==> src/rtl/reg_csr_file.sv <==
// CSR read stage with real storage: generic R/W slots, 64-bit mcycle/minstret with
// read-only user mirrors, multi-channel forwarding and a same-cycle writeback bypass.
module reg_csr_file #(
  parameter int                 DATA_W    = 32,
  parameter int                 ADDR_W    = 12,
  parameter int                 DEPTH     = 16,
  parameter logic [ADDR_W-1:0]  BASE_ADDR = 12'h300,
  parameter int                 FWD_CH    = 2
) (
  input  logic                       CLK,
  input  logic                       RST,
  input  logic                       FLUSH,
  input  logic                       STALL,
  input  logic                       MEM_WAIT,
  input  logic [ADDR_W-1:0]          RIADDR,
  output logic                       RVALID,
  output logic [ADDR_W-1:0]          ROADDR,
  output logic [DATA_W-1:0]          RDATA,
  input  logic                       WREN,
  input  logic [ADDR_W-1:0]          WADDR,
  input  logic [DATA_W-1:0]          WDATA,
  input  logic                       INSTRET,
  input  logic                       FWD_CSR_EN,
  input  logic [ADDR_W-1:0]          FWD_CSR_ADDR,
  input  logic [FWD_CH-1:0]          FWD_EN,
  input  logic [FWD_CH-1:0]          FWD_RDY,
  input  logic [FWD_CH*ADDR_W-1:0]   FWD_ADDR,
  input  logic [FWD_CH*DATA_W-1:0]   FWD_DATA
);

  localparam int IDX_W = (DEPTH > 1) ? $clog2(DEPTH) : 1;

  localparam logic [ADDR_W-1:0] A_MCYCLE    = ADDR_W'(12'hB00);
  localparam logic [ADDR_W-1:0] A_MCYCLEH   = ADDR_W'(12'hB80);
  localparam logic [ADDR_W-1:0] A_MINSTRET  = ADDR_W'(12'hB02);
  localparam logic [ADDR_W-1:0] A_MINSTRETH = ADDR_W'(12'hB82);
  localparam logic [ADDR_W-1:0] A_CYCLE     = ADDR_W'(12'hC00);
  localparam logic [ADDR_W-1:0] A_CYCLEH    = ADDR_W'(12'hC80);
  localparam logic [ADDR_W-1:0] A_INSTRET   = ADDR_W'(12'hC02);
  localparam logic [ADDR_W-1:0] A_INSTRETH  = ADDR_W'(12'hC82);

  // ---------------- capture registers ----------------
  logic [ADDR_W-1:0]         riaddr_q, riaddr_d;
  logic                      csr_en_q, csr_en_d;
  logic [ADDR_W-1:0]         csr_addr_q, csr_addr_d;
  logic [FWD_CH-1:0]         fwd_en_q, fwd_en_d;
  logic [FWD_CH-1:0]         fwd_rdy_q, fwd_rdy_d;
  logic [FWD_CH*ADDR_W-1:0]  fwd_addr_q, fwd_addr_d;
  logic [FWD_CH*DATA_W-1:0]  fwd_data_q, fwd_data_d;

  always_comb begin
    riaddr_d   = riaddr_q;
    csr_en_d   = csr_en_q;
    csr_addr_d = csr_addr_q;
    fwd_en_d   = fwd_en_q;
    fwd_rdy_d  = fwd_rdy_q;
    fwd_addr_d = fwd_addr_q;
    fwd_data_d = fwd_data_q;
    if (FLUSH) begin
      riaddr_d   = '0;
      csr_en_d   = 1'b0;
      csr_addr_d = '0;
      fwd_en_d   = '0;
      fwd_rdy_d  = '0;
      fwd_addr_d = '0;
      fwd_data_d = '0;
    end else if (STALL) begin
      // the stalled instruction stays in place, so its own pending write no longer blocks it
      csr_en_d   = 1'b0;
      fwd_en_d   = FWD_EN;
      fwd_rdy_d  = FWD_RDY;
      fwd_addr_d = FWD_ADDR;
      fwd_data_d = FWD_DATA;
    end else if (!MEM_WAIT) begin
      riaddr_d   = RIADDR;
      csr_en_d   = FWD_CSR_EN;
      csr_addr_d = FWD_CSR_ADDR;
      fwd_en_d   = FWD_EN;
      fwd_rdy_d  = FWD_RDY;
      fwd_addr_d = FWD_ADDR;
      fwd_data_d = FWD_DATA;
    end
  end

  always_ff @(posedge CLK) begin
    if (RST) begin
      riaddr_q   <= '0;
      csr_en_q   <= 1'b0;
      csr_addr_q <= '0;
      fwd_en_q   <= '0;
      fwd_rdy_q  <= '0;
      fwd_addr_q <= '0;
      fwd_data_q <= '0;
    end else begin
      riaddr_q   <= riaddr_d;
      csr_en_q   <= csr_en_d;
      csr_addr_q <= csr_addr_d;
      fwd_en_q   <= fwd_en_d;
      fwd_rdy_q  <= fwd_rdy_d;
      fwd_addr_q <= fwd_addr_d;
      fwd_data_q <= fwd_data_d;
    end
  end

  // ---------------- writeback decode ----------------
  logic              wr_ok;
  logic [ADDR_W-1:0] w_off;
  logic              w_slot;
  logic              w_mapped;

  assign wr_ok  = WREN & ~RST;
  assign w_off  = WADDR - BASE_ADDR;
  assign w_slot = (w_off < ADDR_W'(DEPTH));
  assign w_mapped = w_slot || (WADDR == A_MCYCLE) || (WADDR == A_MCYCLEH) ||
                    (WADDR == A_MINSTRET) || (WADDR == A_MINSTRETH);

  // ---------------- generic slots ----------------
  logic [DATA_W-1:0] slot_q [DEPTH];

  always_ff @(posedge CLK) begin
    if (RST) begin
      for (int k = 0; k < DEPTH; k++) slot_q[k] <= '0;
    end else if (wr_ok && w_slot) begin
      slot_q[w_off[IDX_W-1:0]] <= WDATA;
    end
  end

  // ---------------- counters ----------------
  logic [63:0] mcycle_q, mcycle_d;
  logic [63:0] minstret_q, minstret_d;

  // a write to either half replaces it and suppresses that cycle's increment entirely
  always_comb begin
    mcycle_d = mcycle_q + 64'd1;
    if (wr_ok && WADDR == A_MCYCLE)       mcycle_d = {mcycle_q[63:32], WDATA};
    else if (wr_ok && WADDR == A_MCYCLEH) mcycle_d = {WDATA, mcycle_q[31:0]};

    minstret_d = INSTRET ? (minstret_q + 64'd1) : minstret_q;
    if (wr_ok && WADDR == A_MINSTRET)       minstret_d = {minstret_q[63:32], WDATA};
    else if (wr_ok && WADDR == A_MINSTRETH) minstret_d = {WDATA, minstret_q[31:0]};
  end

  always_ff @(posedge CLK) begin
    if (RST) begin
      mcycle_q   <= '0;
      minstret_q <= '0;
    end else begin
      mcycle_q   <= mcycle_d;
      minstret_q <= minstret_d;
    end
  end

  // ---------------- read path ----------------
  logic [ADDR_W-1:0] r_off;
  logic              r_slot;
  logic [DATA_W-1:0] store_rd;

  assign r_off  = riaddr_q - BASE_ADDR;
  assign r_slot = (r_off < ADDR_W'(DEPTH));

  always_comb begin
    store_rd = '0;
    if (r_slot) store_rd = slot_q[r_off[IDX_W-1:0]];
    else begin
      case (riaddr_q)
        A_MCYCLE,   A_CYCLE:    store_rd = mcycle_q[31:0];
        A_MCYCLEH,  A_CYCLEH:   store_rd = mcycle_q[63:32];
        A_MINSTRET, A_INSTRET:  store_rd = minstret_q[31:0];
        A_MINSTRETH, A_INSTRETH: store_rd = minstret_q[63:32];
        default:                store_rd = '0;
      endcase
    end
  end

  logic              fwd_hit;
  logic              fwd_sel_rdy;
  logic [DATA_W-1:0] fwd_sel_data;

  always_comb begin
    fwd_hit      = 1'b0;
    fwd_sel_rdy  = 1'b1;
    fwd_sel_data = '0;
    for (int i = 0; i < FWD_CH; i++) begin
      if (!fwd_hit && fwd_en_q[i] && (fwd_addr_q[i*ADDR_W +: ADDR_W] == riaddr_q)) begin
        fwd_hit      = 1'b1;
        fwd_sel_rdy  = fwd_rdy_q[i];
        fwd_sel_data = fwd_data_q[i*DATA_W +: DATA_W];
      end
    end
  end

  always_comb begin
    if (fwd_hit)                                        RDATA = fwd_sel_data;
    else if (wr_ok && w_mapped && (WADDR == riaddr_q))  RDATA = WDATA;
    else                                                RDATA = store_rd;
  end

  assign RVALID = ~(csr_en_q && (csr_addr_q == riaddr_q)) & ~(fwd_hit && !fwd_sel_rdy);
  assign ROADDR = riaddr_q;

endmodule

==> config.mk <==
export PLATFORM = sky130hd
export DESIGN_NAME = reg_csr_file
export DESIGN_NICKNAME = d
export VERILOG_FILES = /design/src/rtl/reg_csr_file.sv
export SDC_FILE = /design/constraint.sdc
export NUM_CORES = 2
export LEC_CHECK = 0
export CAP_MARGIN = 20
export CORE_MARGIN = 3
export CORE_UTILIZATION = 30
export CTS_BUF_LIST = sky130_fd_sc_hd__clkbuf_16
export DETAILED_ROUTE_END_ITERATION = 16
export PLACE_DENSITY = 0.58
export SLEW_MARGIN = 20
export SYNTH_ARGS = -nofsm -noshare
export SYNTH_HDL_FRONTEND = slang
export SYNTH_SLANG_ARGS = --single-unit
==> constraint.sdc <==
create_clock -name CLK -period 2.83 [get_ports CLK]
set_clock_uncertainty 0.2 [all_clocks]
set_input_delay 0.283 -clock CLK [delete_from_list [all_inputs] [get_ports CLK]]
set_output_delay 0.283 -clock CLK [all_outputs]
set_load 0.05 [all_outputs]
### Yosys cells after proc, flatten, opt, wreduce, memory -nomap -nowiden

Memory sizes are Yosys's and may differ from the RTL's.
Index checks and enable logic that the tools add are counted.

* register bits: 245
* bits in writable memories: 512
* input port bits: 168
* output and inout port bits: 45
* logic and storage cells: 106
* memories kept: 1

Memory list
* slot_q: depth 16, width 32, read ports 1, clocked after Yosys merged registers in 0, write ports 16, RTL line 118 `logic [DATA_W-1:0] slot_q [DEPTH];`

* add/sub/neg operators: 4
* magnitude comparators: 2
* equality and inequality tests: 19
* muxes and demuxes: 31
* bitwise gates (word level): 8
* reduce and logical (&&, ||, !) cells: 30

Operators by type and width (count)
* 64-bit two-way mux: 5
* 32-bit two-way mux: 8
* 12-bit equality test (second input constant): 12
* 64-bit by 1-bit adder with 64-bit output (second input constant): 2
* 32-bit one-hot mux with 4 select lines: 1
* 12-bit equality test: 4
* 24-bit two-way mux: 2
* 32-bit OR reduction: 1
* 12-bit by 5-bit < comparator with 1-bit output (second input constant): 2
* 12-bit by 10-bit subtractor with 12-bit output (second input constant): 2
* 1-bit logical AND: 12
* 1-bit two-way mux: 10
* 2-bit OR reduction: 5
* 2-bit two-way mux: 4
* 2-bit inequality test (second input constant): 3
* 1-bit inverter: 6
* 2-bit AND reduction: 3
* 1-bit logical OR: 4
* 4-bit two-way mux: 1
* 2-bit nonzero test: 2
* 3-bit OR reduction: 1
* 1-bit bitwise AND: 2
* 1-bit logical NOT: 2

### Logic depth before layout (Yosys ltp)

* depth after elaboration: 11
* mapped depth: 11
* gate-level depth less buffers: 7

### Worst setup path after synthesis

Ideal clock, no wire load.

* path kind: flip-flop to output port
* start point: register riaddr_q[1], in the netlist ROADDR[1]
* end point: output RDATA[11]
* data arrival time: 3094 ps
* required time: 2347 ps
* slack: -747 ps
* cell stages (with the launch flop): 9
* path buffers: 3
* cells stage by stage: dfxtp_1 buf_2 xnor2_1 nand3_1 nor4_2 buf_2 buf_2 nand2_1 o2111ai_1

* word-level cells in the longest chain between the ends: 8
* elaborated cells on any way between the ends: 31
* those cells by class: 1 x add/sub; 1 x order compare; 11 x eq/ne; 8 x mux; 9 x reduce/logical; 1 x memory

Ends and longest elaborated chain
* from (decl): RTL line 43 `logic [ADDR_W-1:0] riaddr_q, riaddr_d;`
* from (signal assigned): RTL line 95 `riaddr_q <= riaddr_d;`
* parallel branches: the longest is 7 deep, another holds 12-bit by 10-bit subtractor with 12-bit output
* 32-bit two-way mux *: RTL line 193 `if (fwd_hit) RDATA = fwd_sel_data;`
* to (decl): RTL line 18 `output logic [DATA_W-1:0] RDATA,`

Mark *: on every way between the ends.

### Worst setup path in the final report

* start point: register riaddr_q[0], in the netlist ROADDR[0]
* end point: output RDATA[12]

The elaborated chain is that of the path after synthesis.

==> flow_metrics.py <==
metrics = {
    "clocking": {
        "clk_pin_slew_worst_paths_ps": 60,
        "htreeDepth": 3,
        "cts_sinks": 757,
        "cts_tree": "done",
        "cts-root-buf": "clkbuf_16",
        "cts-buffers-inserted": 86,
        "clock_latency_ps": 670,
        "cts_max_path_buffers": 3,
    },
    "grt": {
        "track_usage_pct": 22.7,
        "grt_max_degree": 63,
        "grt_pass1_wl_um": 218000,
        "grt-ovfl-total": 0,
        "antenna_found_initial": 10,
        "grt_pass1_vias": 30600,
    },
    "pwr": {
        "ir_drop_mv": 0.450,
        "p_leak_nw": 18.0,
        "clockPowerShare_pct": 43.4,
        "pwr-share-comb_pct": 8.6,
        "total_power_w": 0.0258,
        "p_sw_w": 0.00632,
        "p_int_w": 0.0194,
        "pwr-share-seq_pct": 48.0,
        "switching_share_pct": 24.5,
        "p_per_area_nw_per_um2": 500,
    },
    "synthesis": {
        "ys_ff_latch": 757,
        "syn_inst": 3475,
        "synth_nets": 3645,
        "synth_cell_types": 82,
        "synthArstFlopShare_pct": 0,
        "synth-seq-area-share_pct": 53.9,
        "yosysTopAreaCellShare_pct": 40.8,
        "synth_top_cell_by_area": "edfxtp_1",
        "ys_warn_count": 0,
        "syn_area_um2": 37700,
        "synth_edf_count": 512,
        "synth.avg_cell_area_um2": 10.8,
        "ys.flop_type": "edfxtp_1",
        "synth.area.top_cells": "edfxtp_1 41%, dfxtp_1 13%, and2_1 8.2%, mux4_2 5.8%, nand2_1 4.4%",
        "yosys-top-cells-count": "512 x edfxtp_1, 491 x and2_1, 441 x nand2_1",
        "yosysMostFrequentCell": "edfxtp_1",
    },
    "critical_path": {
        "cp.arrival_ps": 3110,
        "worstSetupPathType": "flip-flop to output pin",
        "startpoint_type": "flip-flop",
        "crit_fanout": 6,
        "crit_start": "ROADDR[0]",
        "worstPathRequired_ps": 2350,
        "end_kind": "output pin",
        "regToRegStartpoint": "mcycle_q[1]",
    },
    "sta": {
        "fin_ws_ps": -767,
        "slew_viol_final": 0,
        "hold_violations": 0,
        "fin_crit_ps": 3600,
        "grt_setup_unrepaired": "true",
        "totalNegativeSetupSlack_ps": -22680,
        "max_slew_margin_pct": 41.2,
        "timing.fmax_mhz": 278,
        "finalSetupViolations": 33,
        "worst_slew_pin_slew_ps": 879,
        "post-route-period-util_pct": 127,
    },
    "drt": {
        "met1_length_um": 63600,
        "wl_met3_um": 13500,
        "wl_met2_um": 68400,
        "drc": 0,
        "drt_first_pass_iters": 6,
        "routed_wl_um": 151000,
        "wl_per_cell_um": 26.0,
        "viasPerCell": 5.38,
        "dr.max_layer_used": "met5",
        "drt_iter0_markers": 3819,
        "num_vias": 31300,
        "antenna_left": 0,
    },
    "placement": {
        "hpwl_um": 108000,
        "place.gp.congestion": 0.997,
        "port_buffers": 212,
        "place_ws_ps": -471,
    },
    "min_path": {
        "hold_path.startpoint": "FWD_ADDR[4]",
        "hold_class": "input port to flip-flop",
    },
    "run": {
        "max-cap-violations": 0,
    },
    "floorplan": {
        "die_x_um": 360,
        "die-area_um2": 130000,
        "std_cell_rows": 129,
        "start_util_pct": 30.3,
        "io_pins": 213,
        "core-area_um2": 124000,
        "dieHeight_um": 360,
    },
    "finish": {
        "areaGrowthSynthToFinish_pct": 36.9,
        "final_layout_size_suffix_gt1_share_pct": 26.0,
        "final_nets": 4283,
        "utilization_pct": 41.5,
        "num-fill-cells": 11600,
    },
    "status": {
        "violations": "negative setup slack",
        "status": "finished with violations",
    },
}
==> cell families after synthesis <==
| family | share of synthesized area (%) |
|---|---|
| buf+inv | 3.62 |
| fa+ha+maj | 0.0665 |
| flops | 53.9 |
| simple gates | 20.8 |
| compound gates | 10.2 |
| mux | 8.97 |
| xor+xnor | 2.49 |
==> through the flow <==
| step | std cells | hold slack (ps) | area, um^2 |
|---|---|---|---|
| after floorplan | 3475 | 162 | 38100 |
| after global placement | 5529 | 241 | 46300 |
| after detailed placement | 5529 | 246 | 46300 |
| after CTS | 5804 | 0.212 | 51200 |
| after global routing | 5821 | 21.2 | 51500 |
| final | 5825 | 18.6 | 51500 |
==> routing by layer <==
layer  global-route usage [%]  vias up
met1                     30.8    15600
met3                     4.88      232
met2                     35.6     1488
li1                         -    14000
met4                     8.42        2
met5                        0        -
==> critical path, stage by stage (launching register included) <==
cell	delay (ps)
dfxtp_4	390
or4b_4	590
buf_6	150
a211oi_4	210
buf_6	180
buf_12	110
a21oi_2	50
o22ai_2	170
buf_4	160
nand3b_1	110
o2111ai_2	120
buf_12	180
==> power groups by stage <==
stage	Sequential (W)	Combinational [W]	Clock (W)
after global placement	0.0126	0.00199	0
after floorplan	0.0125	0.000844	0
final	0.0124	0.00220	0.0112
after detailed placement	0.0126	0.00199	0
after CTS	0.0124	0.00218	0.0113
after global routing	0.0124	0.00231	0.0118
==> registers in the layout, indices dropped and copies added, names as in the netlist <==
register	cells
fwd_addr_q	24
mcycle_q	64
fwd_rdy_q	2
ROADDR	12
csr_addr_q	12
csr_en_q	1
minstret_q	64
fwd_en_q	2
fwd_data_q	64
slot_q	512
==> worst paths after layout <==
check / endpoint / slack (ps) / cells after the start
setup / recovery: RDATA[12] / -770 / 11
hold / removal: fwd_addr_q[4] / 20 / 3
setup reg to reg: mcycle_q[62] / 140 / 9
hold reg to reg: fwd_en_q[0] / 250 / 2
==> cells in the final DEF (no fill, tap or decap), types with 14 or more instances in the layout <==
| cell | count |
|---|---|
| a211oi_1 | 61 |
| a21oi_1 | 180 |
| a22o_1 | 16 |
| a22oi_1 | 33 |
| a22oi_2 | 14 |
| a31oi_1 | 33 |
| and2_1 | 489 |
| and3_1 | 24 |
| and4_1 | 18 |
| buf_12 | 126 |
| buf_4 | 433 |
| buf_6 | 41 |
| clkbuf_16 | 88 |
| clkdlybuf4s50_1 | 177 |
| clkinv_1 | 20 |
| clkinv_2 | 15 |
| dfxtp_1 | 233 |
| dlygate4sd3_1 | 82 |
| edfxtp_1 | 512 |
| inv_1 | 36 |
| mux2_2 | 33 |
| mux2i_1 | 78 |
| mux4_2 | 97 |
| nand2_1 | 435 |
| nand3_1 | 48 |
| nand4_1 | 66 |
| nor2_1 | 123 |
| nor2_2 | 19 |
| nor3_1 | 67 |
| nor4_1 | 34 |
| o21ai_0 | 46 |
| o22ai_1 | 24 |
| or2_2 | 20 |
| or3_1 | 19 |
| xnor2_1 | 60 |
| xor2_1 | 38 |
==> final cells by class <==
cell class              count  area (um^2)  area share [%]
inverters                  22         82.6           0.160
diodes                      5         12.5          0.0243
clock buffers              87         2180            4.22
well taps                1637         2050            3.97
flip-flops and latches    757        20300            39.4
repair buffers            871         9100            17.7
clock inverters            71          612            1.19
multi-input cells        2375        17200            33.3
==> timing repair <==
item,CTS,global route
setup buffers,32,18
resized for setup,159,48
endpoints found under the setup margin,33,35
cloned,5,0
pin swaps,34,24
hold buffers,82,0
hold endpoints to repair,82,0
Power figures use the tool's default switching activity.
